$ cat src/rtl/color_identify_core_if.sv
// Pixel bus between the sensor capture side and the colour classifier.
// master: capture side (drives qualifiers and pixel, receives match flag).
// slave : classifier core.
interface color_identify_core_if;
  logic        per_frame_vsync;
  logic        per_frame_href;
  logic        per_frame_clken;
  logic [15:0] img_data;
  logic        img_en;

  modport master (
    output per_frame_vsync,
    output per_frame_href,
    output per_frame_clken,
    output img_data,
    input  img_en
  );

  modport slave (
    input  per_frame_vsync,
    input  per_frame_href,
    input  per_frame_clken,
    input  img_data,
    output img_en
  );
endinterface

$ cat src/rtl/color_identify_core.sv
// color_identify_core: RGB565 -> YCbCr per pixel, then a programmable
// Y/Cb/Cr window test. Three register stages, one pixel per clock, no stall.
// Optional build macro: COLOR_IDENTIFY_DENOISE_EN adds a per-line run filter
// so a match is only reported on the third consecutive matching pixel.
module color_identify_core #(
  parameter logic [7:0] Y_MIN  = 8'd0,
  parameter logic [7:0] Y_MAX  = 8'd255,
  parameter logic [7:0] CB_MIN = 8'd150,
  parameter logic [7:0] CB_MAX = 8'd255,
  parameter logic [7:0] CR_MIN = 8'd0,
  parameter logic [7:0] CR_MAX = 8'd120
) (
  input  logic                 clk,
  input  logic                 rst,
  color_identify_core_if.slave pix
);

  // product slots: three per output channel
  localparam int P_YR  = 0;
  localparam int P_YG  = 1;
  localparam int P_YB  = 2;
  localparam int P_CBR = 3;
  localparam int P_CBG = 4;
  localparam int P_CBB = 5;
  localparam int P_CRR = 6;
  localparam int P_CRG = 7;
  localparam int P_CRB = 8;

  // Inclusive window test done with 9-bit differences; an empty window
  // (lo > hi) can never satisfy both sides.
  function automatic logic in_win(input logic [7:0] v, input logic [7:0] lo,
                                  input logic [7:0] hi);
    logic [8:0] d_lo;
    logic [8:0] d_hi;
    d_lo = {1'b0, v} - {1'b0, lo};
    d_hi = {1'b0, hi} - {1'b0, v};
    return ~d_lo[8] & ~d_hi[8];
  endfunction

  logic              pix_vld;
  logic [7:0]        r8, g8, b8;
  logic [8:0][15:0]  prod_d, prod_q;
  logic [2:1]        vld_pipe_d, vld_pipe_q;
  logic [17:0]       y_sum, cb_sum, cr_sum;
  logic [7:0]        y_d, y_q, cb_d, cb_q, cr_d, cr_q;
  logic              win_hit;
  logic              img_en_d, img_en_q;
  logic              unused_sum_bits;

`ifdef COLOR_IDENTIFY_DENOISE_EN
  logic [2:1]        href_pipe_d, href_pipe_q;
  logic [1:0]        run_cnt_d, run_cnt_q;
`endif

  // Stage 1: qualify pixel, expand to 8 bits, form the nine products
  always_comb begin
    pix_vld = pix.per_frame_vsync & pix.per_frame_href & pix.per_frame_clken;
    r8 = {pix.img_data[15:11], pix.img_data[15:13]};
    g8 = {pix.img_data[10:5],  pix.img_data[10:9]};
    b8 = {pix.img_data[4:0],   pix.img_data[4:2]};
    prod_d        = '0;
    prod_d[P_YR]  = 16'(r8) * 16'd77;
    prod_d[P_YG]  = 16'(g8) * 16'd150;
    prod_d[P_YB]  = 16'(b8) * 16'd29;
    prod_d[P_CBR] = 16'(r8) * 16'd43;
    prod_d[P_CBG] = 16'(g8) * 16'd85;
    prod_d[P_CBB] = 16'(b8) * 16'd128;
    prod_d[P_CRR] = 16'(r8) * 16'd128;
    prod_d[P_CRG] = 16'(g8) * 16'd107;
    prod_d[P_CRB] = 16'(b8) * 16'd21;
    vld_pipe_d    = {vld_pipe_q[1], pix_vld};
  end

  // Stage 2: sum products in 18-bit two's complement and keep bits [15:8];
  // the coefficients keep every result inside 0..65535, so no clamping.
  always_comb begin
    y_sum  = 18'(prod_q[P_YR]) + 18'(prod_q[P_YG]) + 18'(prod_q[P_YB]);
    cb_sum = 18'd32768 + 18'(prod_q[P_CBB]) - 18'(prod_q[P_CBR])
           - 18'(prod_q[P_CBG]);
    cr_sum = 18'd32768 + 18'(prod_q[P_CRR]) - 18'(prod_q[P_CRG])
           - 18'(prod_q[P_CRB]);
    y_d  = y_sum[15:8];
    cb_d = cb_sum[15:8];
    cr_d = cr_sum[15:8];
  end

  // discarded fraction byte and always-zero top bits of the sums
  assign unused_sum_bits = ^{y_sum[17:16], y_sum[7:0], cb_sum[17:16],
                             cb_sum[7:0], cr_sum[17:16], cr_sum[7:0]};

`ifdef COLOR_IDENTIFY_DENOISE_EN
  // Stage 3: window test gated by a saturating run of matches within a line
  always_comb begin
    win_hit     = in_win(y_q, Y_MIN, Y_MAX) & in_win(cb_q, CB_MIN, CB_MAX)
                & in_win(cr_q, CR_MIN, CR_MAX);
    href_pipe_d = {href_pipe_q[1], pix.per_frame_href};
    run_cnt_d   = run_cnt_q;
    if (!href_pipe_q[2]) begin
      run_cnt_d = 2'd0;
    end else if (vld_pipe_q[2]) begin
      if (!win_hit)                run_cnt_d = 2'd0;
      else if (run_cnt_q != 2'd3)  run_cnt_d = run_cnt_q + 2'd1;
    end
    // counter value before this pixel must already be >= 2
    img_en_d = vld_pipe_q[2] & win_hit & run_cnt_q[1];
  end
`else
  // Stage 3: raw per-pixel window test
  always_comb begin
    win_hit  = in_win(y_q, Y_MIN, Y_MAX) & in_win(cb_q, CB_MIN, CB_MAX)
             & in_win(cr_q, CR_MIN, CR_MAX);
    img_en_d = vld_pipe_q[2] & win_hit;
  end
`endif

  // Pipeline registers; reset discards anything in flight
  always_ff @(posedge clk) begin
    if (rst) begin
      prod_q      <= '0;
      vld_pipe_q  <= '0;
      y_q         <= '0;
      cb_q        <= '0;
      cr_q        <= '0;
      img_en_q    <= 1'b0;
`ifdef COLOR_IDENTIFY_DENOISE_EN
      href_pipe_q <= '0;
      run_cnt_q   <= '0;
`endif
    end else begin
      prod_q      <= prod_d;
      vld_pipe_q  <= vld_pipe_d;
      y_q         <= y_d;
      cb_q        <= cb_d;
      cr_q        <= cr_d;
      img_en_q    <= img_en_d;
`ifdef COLOR_IDENTIFY_DENOISE_EN
      href_pipe_q <= href_pipe_d;
      run_cnt_q   <= run_cnt_d;
`endif
    end
  end

  assign pix.img_en = img_en_q;

endmodule

$ cat src/flat_wrapper.sv
// flat-port wrapper written by rule: the top's interface ports become plain ports
module color_identify_core_flat 
#(
  parameter logic [7:0] Y_MIN  = 8'd0,
  parameter logic [7:0] Y_MAX  = 8'd255,
  parameter logic [7:0] CB_MIN = 8'd150,
  parameter logic [7:0] CB_MAX = 8'd255,
  parameter logic [7:0] CR_MIN = 8'd0,
  parameter logic [7:0] CR_MAX = 8'd120
)
  (clk, rst, pix_per_frame_vsync, pix_per_frame_href, pix_per_frame_clken, pix_img_data, pix_img_en);
  color_identify_core_if pix_i ();
  input  logic clk;
  input  logic rst;
  input wire logic [$bits(pix_i.per_frame_vsync)-1:0] pix_per_frame_vsync;
  input wire logic [$bits(pix_i.per_frame_href)-1:0] pix_per_frame_href;
  input wire logic [$bits(pix_i.per_frame_clken)-1:0] pix_per_frame_clken;
  input wire logic [$bits(pix_i.img_data)-1:0] pix_img_data;
  output wire logic [$bits(pix_i.img_en)-1:0] pix_img_en;
  assign pix_i.per_frame_vsync = pix_per_frame_vsync;
  assign pix_i.per_frame_href = pix_per_frame_href;
  assign pix_i.per_frame_clken = pix_per_frame_clken;
  assign pix_i.img_data = pix_img_data;
  assign pix_img_en = pix_i.img_en;
  color_identify_core #(.Y_MIN(Y_MIN), .Y_MAX(Y_MAX), .CB_MIN(CB_MIN), .CB_MAX(CB_MAX), .CR_MIN(CR_MIN), .CR_MAX(CR_MAX)) u_core (.clk(clk), .rst(rst), .pix(pix_i));
endmodule
$ cat config.mk
export PLATFORM = sky130hd
export DESIGN_NAME = color_identify_core_flat
export DESIGN_NICKNAME = d
export VERILOG_FILES = /design/src/rtl/color_identify_core_if.sv /design/src/rtl/color_identify_core.sv /design/src/flat_wrapper.sv
export SDC_FILE = /design/constraint.sdc
export NUM_CORES = 1
export LEC_CHECK = 0
export ABC_AREA = 1
export ABC_CLOCK_PERIOD_IN_PS = 3300
export CORE_ASPECT_RATIO = 1.4
export CORE_MARGIN = 2
export CORE_UTILIZATION = 58
export CTS_CLUSTER_SIZE = 16
export DETAILED_ROUTE_END_ITERATION = 8
export PLACE_DENSITY = 0.79
export SYNTH_ARGS = -nofsm -noshare
export SYNTH_HDL_FRONTEND = slang
export SYNTH_SLANG_ARGS = --single-unit
export TNS_END_PERCENT = 30
$ cat constraint.sdc
create_clock -name clk -period 3.3 [get_ports clk]
set_input_delay 0.66 -clock clk [delete_from_list [all_inputs] [get_ports clk]]
set_output_delay 0.66 -clock clk [all_outputs]
set_load 0.1 [all_outputs]
==> impl_metrics.env <==
export IMPL_synth_area_leaders="ha_1 25%, dfxtp_1 20%, inv_1 13%, nand2_1 11%, fa_1 10%"
export IMPL_placementRows=51
export IMPL_final_period_utilization_pct=102
export IMPL_n_fill_cell=993
export IMPL_fin_crit_ps=3360
export IMPL_cpMaxStageDelayCell="fa_1"
export IMPL_grt_pass1_vias=7557
export IMPL_synth_most_common_cell="inv_1"
export IMPL_dr_pass1_iters=5
export IMPL_post_place_ws_ps=-914
export IMPL_synth_simple_gate_area_share_pct=23.2
export IMPL_tightest_slew_ps=480
export IMPL_vias=7667
export IMPL_start_kind="input port"
export IMPL_max_vdd_ir_drop_mv=0.399
export IMPL_arrival_ps=3600
export IMPL_die_y_um=146
export IMPL_yosysUniqueCellTypes=35
export IMPL_die_area_sq_um=15300
export IMPL_syn_num_nets=1407
export IMPL_yosys_most_used_dff="dfxtp_1"
export IMPL_path_max_fanout=4
export IMPL_antenna_cells=0
export IMPL_crit_type="input port to flop"
export IMPL_status="finished, violations left"
export IMPL_numCtsBuffers=9
export IMPL_setup_viol=5
export IMPL_hold_class="flop to flop"
export IMPL_gp_congestion=0.902
export IMPL_synth_edff_count=0
export IMPL_synth_compound_area_share_pct=8.09
export IMPL_layout_drive_gt1_share_pct=15.8
export IMPL_cts_max_level=3
export IMPL_portBuffers=21
export IMPL_drtAntennaViolNets=0
export IMPL_antenna_found_initial=0
export IMPL_die_w_um=105
export IMPL_critPathCaptureType="flop"
export IMPL_syn_inst=1175
export IMPL_yosys_warnings=0
export IMPL_synth_xor_area_share_pct=0.316
export IMPL_nets=1538
export IMPL_path_clk_slew_ps=60
export IMPL_worstSkewPairLatency_ps=340
export IMPL_finClkSkew_ps=6.02
export IMPL_leakage_uw=0.00575
export IMPL_hpwlAfterDp_um=16500
export IMPL_root_buffer="clkbuf_16"
export IMPL_hold_buffers=0
export IMPL_synthMuxAreaShare_pct=0
export IMPL_setup_tns_ps=-152
export IMPL_drt_total_wl_um=20500
export IMPL_wl_per_cell_um=13.7
export IMPL_p_per_area_nw_per_um2=758
export IMPL_synth_adder_area_share_pct=35.7
export IMPL_critical_path_required_ps=3540
export IMPL_rsz0062_at_grt="true"
export IMPL_cts_tree="done"
export IMPL_synthArstFlopShare_pct=0
export IMPL_grt_max_degree=30
export IMPL_max_freq_ghz=0.297
export IMPL_synth_seq_cells=81
export IMPL_drcViolationCount=0
export IMPL_cpPeakStageDelay_ps=530
export IMPL_setup_slack_ps=-62.3
export IMPL_finalHoldViolCount=0
export IMPL_synth_cell_area_sq_um=8310
export IMPL_violations="negative setup slack"
export IMPL_synth_common_cells="279 x inv_1, 247 x nand2_1, 168 x ha_1, 127 x nor2_1"
export IMPL_grtUsageTotal_pct=26.3
export IMPL_cts_sinks=81
export IMPL_drt_initial_drc_count=261
export IMPL_overflow=0
export IMPL_path_cells="buf_8, ha_4, fa_1, fa_1, inv_2, fa_1, inv_2, ha_4, nand2_4, nor2_2, and2_1, nand2_1, inv_1, nor2_1, nor2_1, nor2_1"
export IMPL_synth_top_family_by_area="adder cells"
export IMPL_yosys_area_top_type="ha_1"
export IMPL_maxSlewViolCount=0
export IMPL_multiInputGateArea_sq_um=6000
export IMPL_seq_area_frac_synth_pct=19.5
export IMPL_slew_headroom_pct=67.8
export IMPL_register_area_sq_um=1620
export IMPL_netlist_area_leader_share_pct=25.3
export IMPL_dpl_cell_area_sq_um=9580
export IMPL_total_power_uw=7780
export IMPL_core_area_sq_um=14000
export IMPL_vias_per_cell=5.13
export IMPL_maxCapViolCount=0
export IMPL_final_area_sq_um=10300
export IMPL_grt_pass1_wl_um=32800
export IMPL_areaGrowthSynthToFinish_pct=23.5
export IMPL_floorplan_initialDensity_pct=59.4
export IMPL_clock_path_buffers=2
export IMPL_ios=22
export IMPL_syn_avg_cell_area_sq_um=7.07
-- per-stage QoR --
step | hold slack [ps] | util, % | std cells
6_report | 434 | 73.4 | 1496
5_1_grt | 455 | 73.4 | 1496
4_1_cts | 433 | 71.9 | 1494
3_3_place_gp | 405 | 68.5 | 1477
2_1_floorplan | 388 | - | 1175
3_5_place_dp | 423 | 68.5 | 1477
-- layout by cell type (no fill, tap or decap), types with 4 or more instances in the layout --
cell type	Yosys	routed
nand2_1	247	238
nor2_2	4	6
ha_4	0	19
o21ai_1	2	4
nand4_1	5	5
a21oi_1	81	65
and2_1	8	7
inv_1	279	276
ha_1	168	148
buf_4	1	108
o21bai_1	6	5
nor3_1	4	4
fa_1	43	43
clkdlybuf4s50_1	0	9
nor2_1	127	123
clkbuf_16	0	9
o21ai_0	27	24
dfxtp_1	81	81
nand2_2	8	15
nand3_2	3	7
nand3_1	54	50
a21oi_2	1	15
a21o_1	4	4
-- worst max-delay path: cells and delay by family --
family                   cells  cell delay, ps
adder cells (fa/ha/maj)      5            2120
AND/OR/NAND/NOR              7             580
buffers and inverters        4             250
-- final cells by class --
cell class,count,share of cell area [%]
Clock buffer,10,2.23
Clock inverter,6,0.878
Inverter,281,10.3
Multi-Input combinational cell,805,58.5
Sequential cell,81,15.8
Tap cell,185,2.26
Timing Repair Buffer,128,10.0
-- cells by family (layout without fill, tap and decap cells) --
| kind of cell | Yosys count | after routing |
|---|---|---|
| and+or+nand+nor | 465 | 465 |
| buffers and inverters | 289 | 425 |
| adders and majority gates | 211 | 211 |
| AOI/OAI and AO/OA | 126 | 126 |
| DFF | 81 | 81 |
| xor gates and xnor gates | 3 | 3 |
-- where the power goes --
part,switching (uW),total [uW],internal [uW]
logic,3180,5380,2200
registers,99.9,1340,1240
clock network,394,1060,665
-- path summary, 6_finish.rpt --
path | start | end | slack (ps) | cells after the start
setup / recovery | pix_img_data[7] | u_core.prod_q[125]$_SDFF_PP0_ | -60 | 16
hold / removal | u_core.vld_pipe_q[1]$_SDFF_PP0_ | u_core.vld_pipe_q[2]$_SDFF_PP0_ | 430 | 2
setup reg to reg | u_core.prod_q[58]$_SDFF_PP0_ | u_core.cb_q[7]$_SDFF_PP0_ | 1140 | 11
hold reg to reg | u_core.vld_pipe_q[1]$_SDFF_PP0_ | u_core.vld_pipe_q[2]$_SDFF_PP0_ | 430 | 2
-- routing by layer --
layer / up-vias / global-route usage, % / share of wire (%)
met1: 3525 / 28.7 / 40
met2: 185 / 50.9 / 54
met5: - / 0 / 0
met4: 0 / 11.0 / 3.9
li1: 3897 / - / -
met3: 60 / 2.55 / 2.7
-- state kept, by name (all words and copies together) (netlist names) --
signal	cells
u_core.pix.img_en	1
u_core.cr_q	8
u_core.vld_pipe_q	2
u_core.cb_q	7
u_core.prod_q	63
-- repair_timing --
| action | in CTS | in global routing |
|---|---|---|
| pin swaps | 11 | 21 |
| hold endpoints to repair | 0 | 0 |
| resized for setup | 51 | 47 |
| setup endpoints to repair | 26 | 23 |
| setup buffers | 1 | 2 |
Power figures use the tool's default switching activity.
==> edit, RTL diff (same flow settings) <==
Add a define of `COLOR_IDENTIFY_DENOISE_EN`.
--- a/src/rtl/color_identify_core.sv
+++ b/src/rtl/color_identify_core.sv
@@ -3,4 +3,6 @@
 // Optional build macro: COLOR_IDENTIFY_DENOISE_EN adds a per-line run filter
 // so a match is only reported on the third consecutive matching pixel.
+`define COLOR_IDENTIFY_DENOISE_EN
+
 module color_identify_core #(
   parameter logic [7:0] Y_MIN  = 8'd0,
Function: changed (a bounded check fails within 4 cycles, from zero or initial values and one cycle with rst high).
==> edit against the unedited design <==
- routed wire length is 0.12% higher
- setup slack better by 0.063 ns
- power is 0.16% lower
- final area is 1.7% higher
- sequential cell count is 4 higher
- count of clock-buffer cells in the layout is 4 higher
- critical path depth is 3 higher
- synthesized area is 0.95% higher
- critical path type unchanged
- largest power group unchanged
==> edit: results <==
{
  "status": "complete, no violations",
  "routed_wl_mm": 20.6,
  "grt_pass1_wl_mm": 32.1,
  "firstDrtPassIters": 5,
  "antenna_found_initial": 0,
  "max_stage_delay_ns": 0.53,
  "clkSlewWorstSetupHoldPaths_ns": 0.06,
  "syn_nets": 1425,
  "gp_congestion": 0.950,
  "synth_fa_ha_area_frac": 0.350,
  "htreeDepth": 3,
  "numCtsBuffers": 9,
  "grt_usage": 0.259,
  "cp_slowest_cell": "fa_1",
  "drt-initial-drc-count": 326,
  "ys_async_sr_fraction": 0,
  "p_leak_nw": 5.81,
  "synth_xor_area_frac": 0.00522,
  "layout.nets": 1552,
  "largestRegisters": "u_core.prod_q x63, u_core.cr_q x8, u_core.cb_q x7",
  "grt_pass1_vias": 7482,
  "fill_cells": 1040,
  "synth_common_cells": "284 x inv_1, 265 x nand2_1, 166 x ha_1",
  "dpl_cell_area_um2": 9610,
  "yosys-top-cells-area": "ha_1 25%, dfxtp_1 20%, inv_1 13%",
  "relSlewSlack": 0.633,
  "cts_max_path_buffers": 2,
  "hpwl_mm": 15.7,
  "peakVddDrop_v": 0.000450,
  "synth-edff-count": 0,
  "synth_compound_area_frac": 0.0743,
  "hold_path_class": "reg2reg",
  "antenna_cells": 0,
  "ys_types": 28,
  "path_delay_family": "adder cells",
  "cts-root-buf": "clkbuf_16",
  "vias_per_cell": 5.03,
  "drive_gt1_frac": 0.162,
  "finalClockSkew_ns": 0.00500,
  "yosysSeqAreaShare": 0.203,
  "clkLatencyLatePin_ns": 0.34,
  "grt_max_degree": 52,
  "portBuffers": 21,
  "critPathMaxFanout": 4,
  "ys_warn_count": 0,
  "cp.arrival_ns": 3.55,
  "synthMuxAreaShare": 0,
  "synth_flop_cell": "dfxtp_1"
}
==> edit: cell count changes in the layout (fill, tap and decap cells not counted), sizes merged, moves of 2 or more <==
cell    before  now
a21oi       82   80
and3         1    3
buf        113  110
clkbuf      10   16
clkinv       3    0
dfxtp       81   85
ha         168  166
inv        280  284
nand2      255  266
nand3b       2    4
nor2       132  139
o21ai       29   25
xor2         1    4
==> edit: worst min-delay path: stages (launching register included) <==
cell	delay, ns
dfxtp_1	0.30
inv_1	0.04
nor2_1	0.03
==> edit: cell type report <==
class | count | area, um2 | share of cell area
clock inverters | 2 | 38.8 | 0.00372
repair buffers | 125 | 990 | 0.0948
multi-input cells | 817 | 6120 | 0.586
inverters | 284 | 1070 | 0.103
flip-flops and latches | 85 | 1700 | 0.163
clock buffers | 14 | 274 | 0.0263
well taps | 189 | 236 | 0.0227
==> edit: per-layer routing <==
metal	wire, um	vias to the layer above	track usage
met5	0	-	0
met4	849	0	0.134
met3	638	59	0.0246
met2	11100	164	0.493
met1	8010	3462	0.278
li1	-	3935	-
==> edit: cells by family (layout without fill, tap and decap cells) <==
kind of cell | Yosys count | in the layout
buffers and inverters | 293 | 425
AO/OA/AOI/OAI | 117 | 117
AND/OR/NAND/NOR | 486 | 486
flip-flops | 85 | 85
adder cells (fa/ha/maj) | 209 | 209
XOR/XNOR | 5 | 5
==> edit: final timing paths <==
kind	from	to	slack (ns)	depth (start not counted)
min	u_core.href_pipe_q[1]$_SDFF_PP0_	u_core.href_pipe_q[2]$_SDFF_PP0_	0.41	2
min reg2reg	u_core.href_pipe_q[1]$_SDFF_PP0_	u_core.href_pipe_q[2]$_SDFF_PP0_	0.41	2
max reg2reg	u_core.prod_q[108]$_SDFF_PP0_	u_core.cr_q[7]$_SDFF_PP0_	1.10	9
max	pix_img_data[9]	u_core.prod_q[123]$_SDFF_PP0_	0.0006	19
==> edit: per-stage QoR <==
step                      cells  setup WS, ns  hold WS, ns
final                      1516      0.000562        0.409
after global routing       1516        -0.125        0.436
after CTS                  1512       -0.0196        0.412
after detailed placement   1494        -0.841        0.405
after global placement     1494        -0.793        0.397
after floorplan            1195       -0.0792        0.388
==> edit: power breakdown <==
part / switching [mW] / leakage [nW] / internal, mW / total [mW]
combinational: 3.16 / 4.95 / 2.18 / 5.33
clock: 0.399 / 0.154 / 0.652 / 1.05
sequential: 0.0909 / 0.707 / 1.29 / 1.38
total: 3.65 / 5.81 / 4.12 / 7.76
==> edit: what timing repair did <==
action,CTS,global route
pin swaps,8,37
gates resized for setup,44,82
buffers inserted,2,4
endpoints found under the setup margin,24,24
